**src/rtl/demux4_stream.sv**
```systemverilog
// Purpose: steer whole packets from one valid/ready stream to one of four valid/ready channels.
// Latency: one registered stage; a beat accepted in cycle t is presented in cycle t+1, 1 beat/cycle.
// Backpressure: in_ready follows the ready of the held beat's channel; a stalled channel stalls the input.
//
// Ports:
//   clk, rst_n                    clock and asynchronous active-low reset
//   in_valid/in_ready/in_data     input beat handshake and payload
//   in_sel                        destination channel, sampled on a packet's first beat only
//   in_last                       final beat of packet
//   out_valid[i]/out_ready[i]     per-channel handshake
//   out_data0..out_data3          per-channel data, zero when the channel holds no beat
//   out_last[i]                   per-channel final-beat flag, zero when the channel holds no beat
//   pkt_cnt                       per-channel completed-packet counters, channel i at [i*CNT_W +: CNT_W]
module demux4_stream #(
    parameter int SIZE  = 8,
    parameter int CNT_W = 8
) (
    input  logic                 clk,
    input  logic                 rst_n,
    input  logic                 in_valid,
    output logic                 in_ready,
    input  logic [SIZE-1:0]      in_data,
    input  logic [1:0]           in_sel,
    input  logic                 in_last,
    output logic [3:0]           out_valid,
    input  logic [3:0]           out_ready,
    output logic [SIZE-1:0]      out_data0,
    output logic [SIZE-1:0]      out_data1,
    output logic [SIZE-1:0]      out_data2,
    output logic [SIZE-1:0]      out_data3,
    output logic [3:0]           out_last,
    output logic [4*CNT_W-1:0]   pkt_cnt
);

    typedef enum logic {
        ST_IDLE  = 1'b0,
        ST_BURST = 1'b1
    } state_t;

    state_t           r_state;
    logic [1:0]       r_route_lock;
    logic [1:0]       r_route;
    logic [SIZE-1:0]  r_data;
    logic             r_last;
    logic             r_full;
    logic [CNT_W-1:0] r_cnt [4];

    logic             w_out_acc;
    logic             w_in_acc;
    logic [1:0]       w_beat_route;
    logic [3:0]       w_sel;

    // Only the channel the held beat is destined for can free the register,
    // so ready on any other channel never lets a new beat in.
    assign w_out_acc    = r_full && out_ready[r_route];
    assign in_ready     = !r_full || out_ready[r_route];
    assign w_in_acc     = in_valid && in_ready;
    // First beat of a packet steers by in_sel; later beats follow the lock.
    assign w_beat_route = (r_state == ST_IDLE) ? in_sel : r_route_lock;

    // Holding register and packet FSM. A simultaneous in/out accept reloads
    // the register with full kept high, giving full throughput.
    always_ff @(posedge clk or negedge rst_n) begin
        if (!rst_n) begin
            r_state      <= ST_IDLE;
            r_route_lock <= 2'd0;
            r_route      <= 2'd0;
            r_data       <= '0;
            r_last       <= 1'b0;
            r_full       <= 1'b0;
        end else if (w_in_acc) begin
            r_data  <= in_data;
            r_route <= w_beat_route;
            r_last  <= in_last;
            r_full  <= 1'b1;
            case (r_state)
                ST_IDLE: begin
                    r_route_lock <= in_sel;
                    if (!in_last) begin
                        r_state <= ST_BURST;
                    end
                end
                ST_BURST: begin
                    if (in_last) begin
                        r_state <= ST_IDLE;
                    end
                end
                default: r_state <= ST_IDLE;
            endcase
        end else if (w_out_acc) begin
            r_full <= 1'b0;
        end
    end

    for (genvar g = 0; g < 4; g++) begin : g_ch
        assign w_sel[g] = r_full && (r_route == 2'(g));

        // Count a packet when its last beat leaves on this channel; wraps freely.
        always_ff @(posedge clk or negedge rst_n) begin
            if (!rst_n) begin
                r_cnt[g] <= '0;
            end else if (w_out_acc && r_last && (r_route == 2'(g))) begin
                r_cnt[g] <= r_cnt[g] + CNT_W'(1);
            end
        end

        assign pkt_cnt[g*CNT_W +: CNT_W] = r_cnt[g];
    end

    assign out_valid = w_sel;
    assign out_last  = w_sel & {4{r_last}};
    assign out_data0 = w_sel[0] ? r_data : '0;
    assign out_data1 = w_sel[1] ? r_data : '0;
    assign out_data2 = w_sel[2] ? r_data : '0;
    assign out_data3 = w_sel[3] ? r_data : '0;

endmodule

```
**config.mk**
```make
export PLATFORM = sky130hd
export DESIGN_NAME = demux4_stream
export DESIGN_NICKNAME = d
export VERILOG_FILES = /design/src/rtl/demux4_stream.sv
export SDC_FILE = /design/constraint.sdc
export NUM_CORES = 1
export LEC_CHECK = 0
export BUFFER_PORTS_ARGS = -buffer_cell sky130_fd_sc_hd__buf_2
export CORE_ASPECT_RATIO = 1.1
export CORE_MARGIN = 2
export CORE_UTILIZATION = 48
export DETAILED_ROUTE_END_ITERATION = 10
export GPL_TIMING_DRIVEN = 0
export HOLD_SLACK_MARGIN = 0.06
export PLACE_DENSITY = 0.77
export SLEW_MARGIN = 20
export SYNTH_ARGS = -nofsm -noshare
export SYNTH_HDL_FRONTEND = slang
export SYNTH_SLANG_ARGS = --single-unit
```
**constraint.sdc**
```tcl
create_clock -name clk -period 1.7 [get_ports clk]
set_input_delay 0.17 -clock clk [delete_from_list [all_inputs] [get_ports clk]]
set_output_delay 0.17 -clock clk [all_outputs]
set_load 0.02 [all_outputs]
```
=== Word-level counts from Yosys, hierarchy flattened ===
Index checks and enable logic that the tools add are counted.

* $add $sub $neg: 4
* Order comparisons: 1
* Equal/unequal tests: 3
* Muxes and demuxes: 10
* Bitwise gates (word level): 2
* Reductions and logical operators: 16

{| class="wikitable"
|+ Operators by type and width
! operator !! number
|-
| adder 8 x 1 -> 8 bit, second input constant || 4
|-
| two-way mux 8 bit || 4
|-
| logical AND 1 bit || 11
|-
| bitwise AND 4 bit || 1
|-
| == test 2 bit, second input constant || 2
|-
| two-way mux 1 bit || 4
|-
| less-than comparator 2 x 3 -> 1 bit, second input constant || 1
|-
| binary-select mux 1 bit (select 2 bit) || 1
|-
| == test 2 x 1 -> 1 bit, second input constant || 1
|-
| zero test 2 bit || 1
|-
| two-way mux 2 bit || 1
|-
| AND reduction 2 bit || 1
|-
| nonzero test 2 bit || 1
|-
| zero test 1 bit || 1
|-
| logical OR 1 bit || 1
|-
| NOT 1 bit || 1
|}

* Bits in registers: 45
* Output and inout bits: 73
* Logic and storage cells: 45

=== Longest topological paths before layout ===
* Word-level depth: 5
* Depth in mapped cells: 6
* Gate-level depth less buffers: 4

=== Worst setup path before layout ===
Ideal clock, no wire load.

* Kind: register -> register
* Start point: register r_route[0]
* End point: register r_cnt, in the netlist pkt_cnt[6]
* Library setup time: 129 ps
* Arrival time: 1,424 ps
* Data required time: 1,571 ps
* Path slack: 146 ps
* Stages on the path, launching flop included: 6
* Buffers on the path: 1
* Period minus slack after synthesis: 1,554 ps
* Cell sequence: dfrtp_1 buf_4 and4bb_2 and4_1 nand4_1 xnor2_1

* Word-level cells in the longest chain between the ends: 5
* Elaborated cells between the ends (all ways): 6
* Classes of those cells: mux: 2; reduce/logical: 4

{| class="wikitable"
|+ Ends and longest elaborated chain
! element !! line !! source
|-
| start: declaration || 42 || <nowiki>logic [1:0] r_route;</nowiki>
|-
| start signal: assignment || 73 || <nowiki>r_route <= w_beat_route;</nowiki>
|-
| binary-select mux 1 bit (select 2 bit) || 55 || <nowiki>assign w_out_acc = r_full && out_ready[r_route];</nowiki>
|-
| two-way mux 1 bit (not written as such) || 55 ||
|-
| logical AND 1 bit || 55 ||
|-
| logical AND 1 bit || 102 || <nowiki>end else if (w_out_acc && r_last && (r_route == 2'(g))) begin</nowiki>
|-
| logical AND 1 bit * || 102 ||
|-
| end signal: indexed assignment || 103 || <nowiki>r_cnt[g] <= r_cnt[g] + CNT_W'(1);</nowiki>
|-
| end: declaration || 46 || <nowiki>logic [CNT_W-1:0] r_cnt [4];</nowiki>
|}

Every way passes the cells marked *; elsewhere a longest branch is shown, timed or not. The select of a mux whose other input is x is not followed.
A chain may end at the register's enable or synchronous reset.

=== Worst setup path in the final report ===
* Start point: register r_route[0]
* End point: output out_data2[0]

* Word-level cells in the longest chain between the ends: 3

{| class="wikitable"
|+ Ends and longest elaborated chain
! element !! line !! source
|-
| == test 2 bit || 96 || <nowiki>assign w_sel[g] = r_full && (r_route == 2'(g));</nowiki>
|-
| logical AND 1 bit || 96 ||
|-
| two-way mux 8 bit || 114 || <nowiki>assign out_data2 = w_sel[2] ? r_data : '0;</nowiki>
|-
| end: declaration || 29 || <nowiki>output logic [SIZE-1:0] out_data2,</nowiki>
|}

Every way passes these cells.

==> flow_summary.ini <==
[timing]
tns_ns = 0
relSlewSlack = 0.624
setup_slack_ns = 0.0756
tightest_slew_ns = 0.564
finClkSkew_ns = 0.00448
post-route-period-util = 0.956
hold_slack_ns = 0.0843
slew_violations = 0
rsz0062_at_grt = yes
finalHoldViolations = 0
clock.fmax_mhz = 616
period_needed_ns = 1.62
finalSetupViolCount = 0

[grt]
antenna_found_initial = 0
grt_usage = 0.186
grt.overflow.total = 0
grt_pass1_wl_um = 7160
grt_pass1_vias = 1572
grt_max_degree = 46

[cells_and_area]
area_growth_pct = 30.8
n_antenna_cell = 0
layout_common_cells = buf_2 (78), dfrtp_1 (44), and2_1 (36), xnor2_1 (25), mux2_1 (15)
final_nets = 310
drive_gt1_frac = 0.381
post-route-util = 0.663
final_common_cell = buf_2

[place]
dp_slack_ns = 0.132
portBuffers = 90
gp_congestion = 0.715
dp_hpwl_um = 3330

[yosys]
netlist_area_mm2 = 0.00222
synth-seq-cells = 45
yosysWarnings = 0
async_flop_share = 1.00
synth_nets = 212
ys_seq_area_frac = 0.507
syn_avg_cell_area_um2 = 11.7
syn_inst = 190
synth-main-ff-cell = dfrtp_1
synthDistinctLibCells = 26
synth_edf_count = 0

[clock_tree]
clock_sinks = 45
cts_max_path_buffers = 2
cts_tree = built
cts_buffers = 5
cts-root-buf = clkbuf_8
htreeDepth = 2
clkTransAtPathRegs_ns = 0.08
clkLatencyLatePin_ns = 0.29

[worst_setup_path]
cp-end-kind = primary output
cpLargestDelayFamily = simple AND/OR/NAND/NOR gates
max_stage_delay_ns = 0.40
crit_chain = buf_6, and3b_2, and2_1, buf_4
cpMaxStageDelayCell = dfrtp_1
reg2reg_slack_ns = 0.12
startpoint_type = register
cp_max_fo = 11
worstSetupPathType = reg2out
rr_endpoint = r_data[7]
worstReg2RegStart = r_route[0]
r2r_cells = 5
critical_path_arrival_ns = 1.45
critPathBufInv = 2
critPathRequiredTime_ns = 1.53

[drt]
vias_per_cell = 4.95
wl_per_cell_um = 13.6
ant_nets = 0
drt-pass1-iter-count = 4
drc_errors = 0
drtIter0Drc = 76
routed_wl_um = 4670
vias = 1699

[die]
core_mm2 = 0.00438
dieArea_mm2 = 0.00518
core.rowCount = 25
chipHeight_um = 75.3
dieWidth_um = 68.8
io_pins = 91
start_util = 0.507

[hold_path]
hp-start = in_sel[1]
hold_class = in2reg
hold_depth = 2
hold_end = r_route[1]

[job]
maxCapViolCount = 0

[pwr]
p_leak_uw = 0.00155
p_total_uw = 4470
ir_drop_uv = 897
pwr_density_cell_mw_per_mm2 = 1540

[run_status]
outcome = completed
-- how the worst max path moves through the flow --
stage / start / end / slack [ns] / cells after the start
after floorplan: r_route[0] / pkt_cnt[6] / 0.15 / 5
after global placement: r_route[0] / pkt_cnt[6] / 0.16 / 5
after detailed placement: r_route[1] / out_data1[3] / 0.13 / 5
after CTS: r_route[1] / out_data3[1] / 0.0002 / 4
after global routing: r_route[0] / out_data2[0] / -0.006 / 4
final: r_route[0] / out_data2[0] / 0.08 / 4
-- where the power goes --
group	switching (µW)	leakage [µW]	internal, µW
Combinational	1240	0.000922	938
Sequential	307	0.000580	1360
Clock	335	0.0000450	285
-- cells in the mapped netlist, types with 2 or more instances --
library cell,count,share of area
and4b_1,2,0.0090
nor2_1,2,0.0034
mux2_1,15,0.076
dfrtp_1,45,0.51
nand2_1,11,0.019
ha_1,4,0.023
xnor2_1,25,0.099
xor2_1,3,0.012
and2_1,36,0.10
nand4_1,6,0.017
nand3_1,12,0.027
buf_4,2,0.0068
mux2i_1,2,0.0090
clkbuf_1,3,0.0051
and3b_1,2,0.0079
and4_1,4,0.016
and3_1,7,0.020
-- registers in the layout (all words and copies together) (netlist names) --
signal   count
r_state      1
r_data       8
pkt_cnt     32
r_full       1
r_route      2
r_last       1
-- area by class of cell --
| cell class | instances | area (µm²) |
|---|---|---|
| well taps | 54 | 67.6 |
| flip-flops and latches | 45 | 1130 |
| inverters | 1 | 3.75 |
| clock buffers | 6 | 72.6 |
| clock inverters | 2 | 10.0 |
| plain buffers | 3 | 30.0 |
| fillers | 366 | 1480 |
| multi-input cells | 139 | 1080 |
| repair buffers | 93 | 515 |
-- timing repair --
item | CTS | global route
hold buffers | 1 | 1
setup buffers | 1 | 0
endpoints found under the hold margin | 1 | 45
pin swaps | 1 | 0
gates cloned | 0 | 1
endpoints found under the setup margin | 35 | 32
resized for setup | 3 | 19
-- per-layer routing --
metal / global-route usage / part of all wire
met1: 0.243 / 0.45
met2: 0.307 / 0.49
met3: 0.0473 / 0.051
met4: 0.0588 / 0.011
met5: 0 / 0
-- kinds of logic after synthesis --
group                    synth area share
AND/OR/NAND/NOR                     0.242
flip-flops                          0.507
XOR/XNOR                            0.110
multiplexers                       0.0902
buffers and inverters              0.0158
adder cells (fa/ha/maj)            0.0225
AO/OA/AOI/OAI                      0.0118
-- through the flow --
stage | cell area, µm² | std cells
detailed placement | 2740 | 334
global placement | 2740 | 334
global route | 2900 | 343
CTS | 2840 | 341
finish | 2900 | 343
floorplan | 2220 | 190
Power figures use the tool's default switching activity.
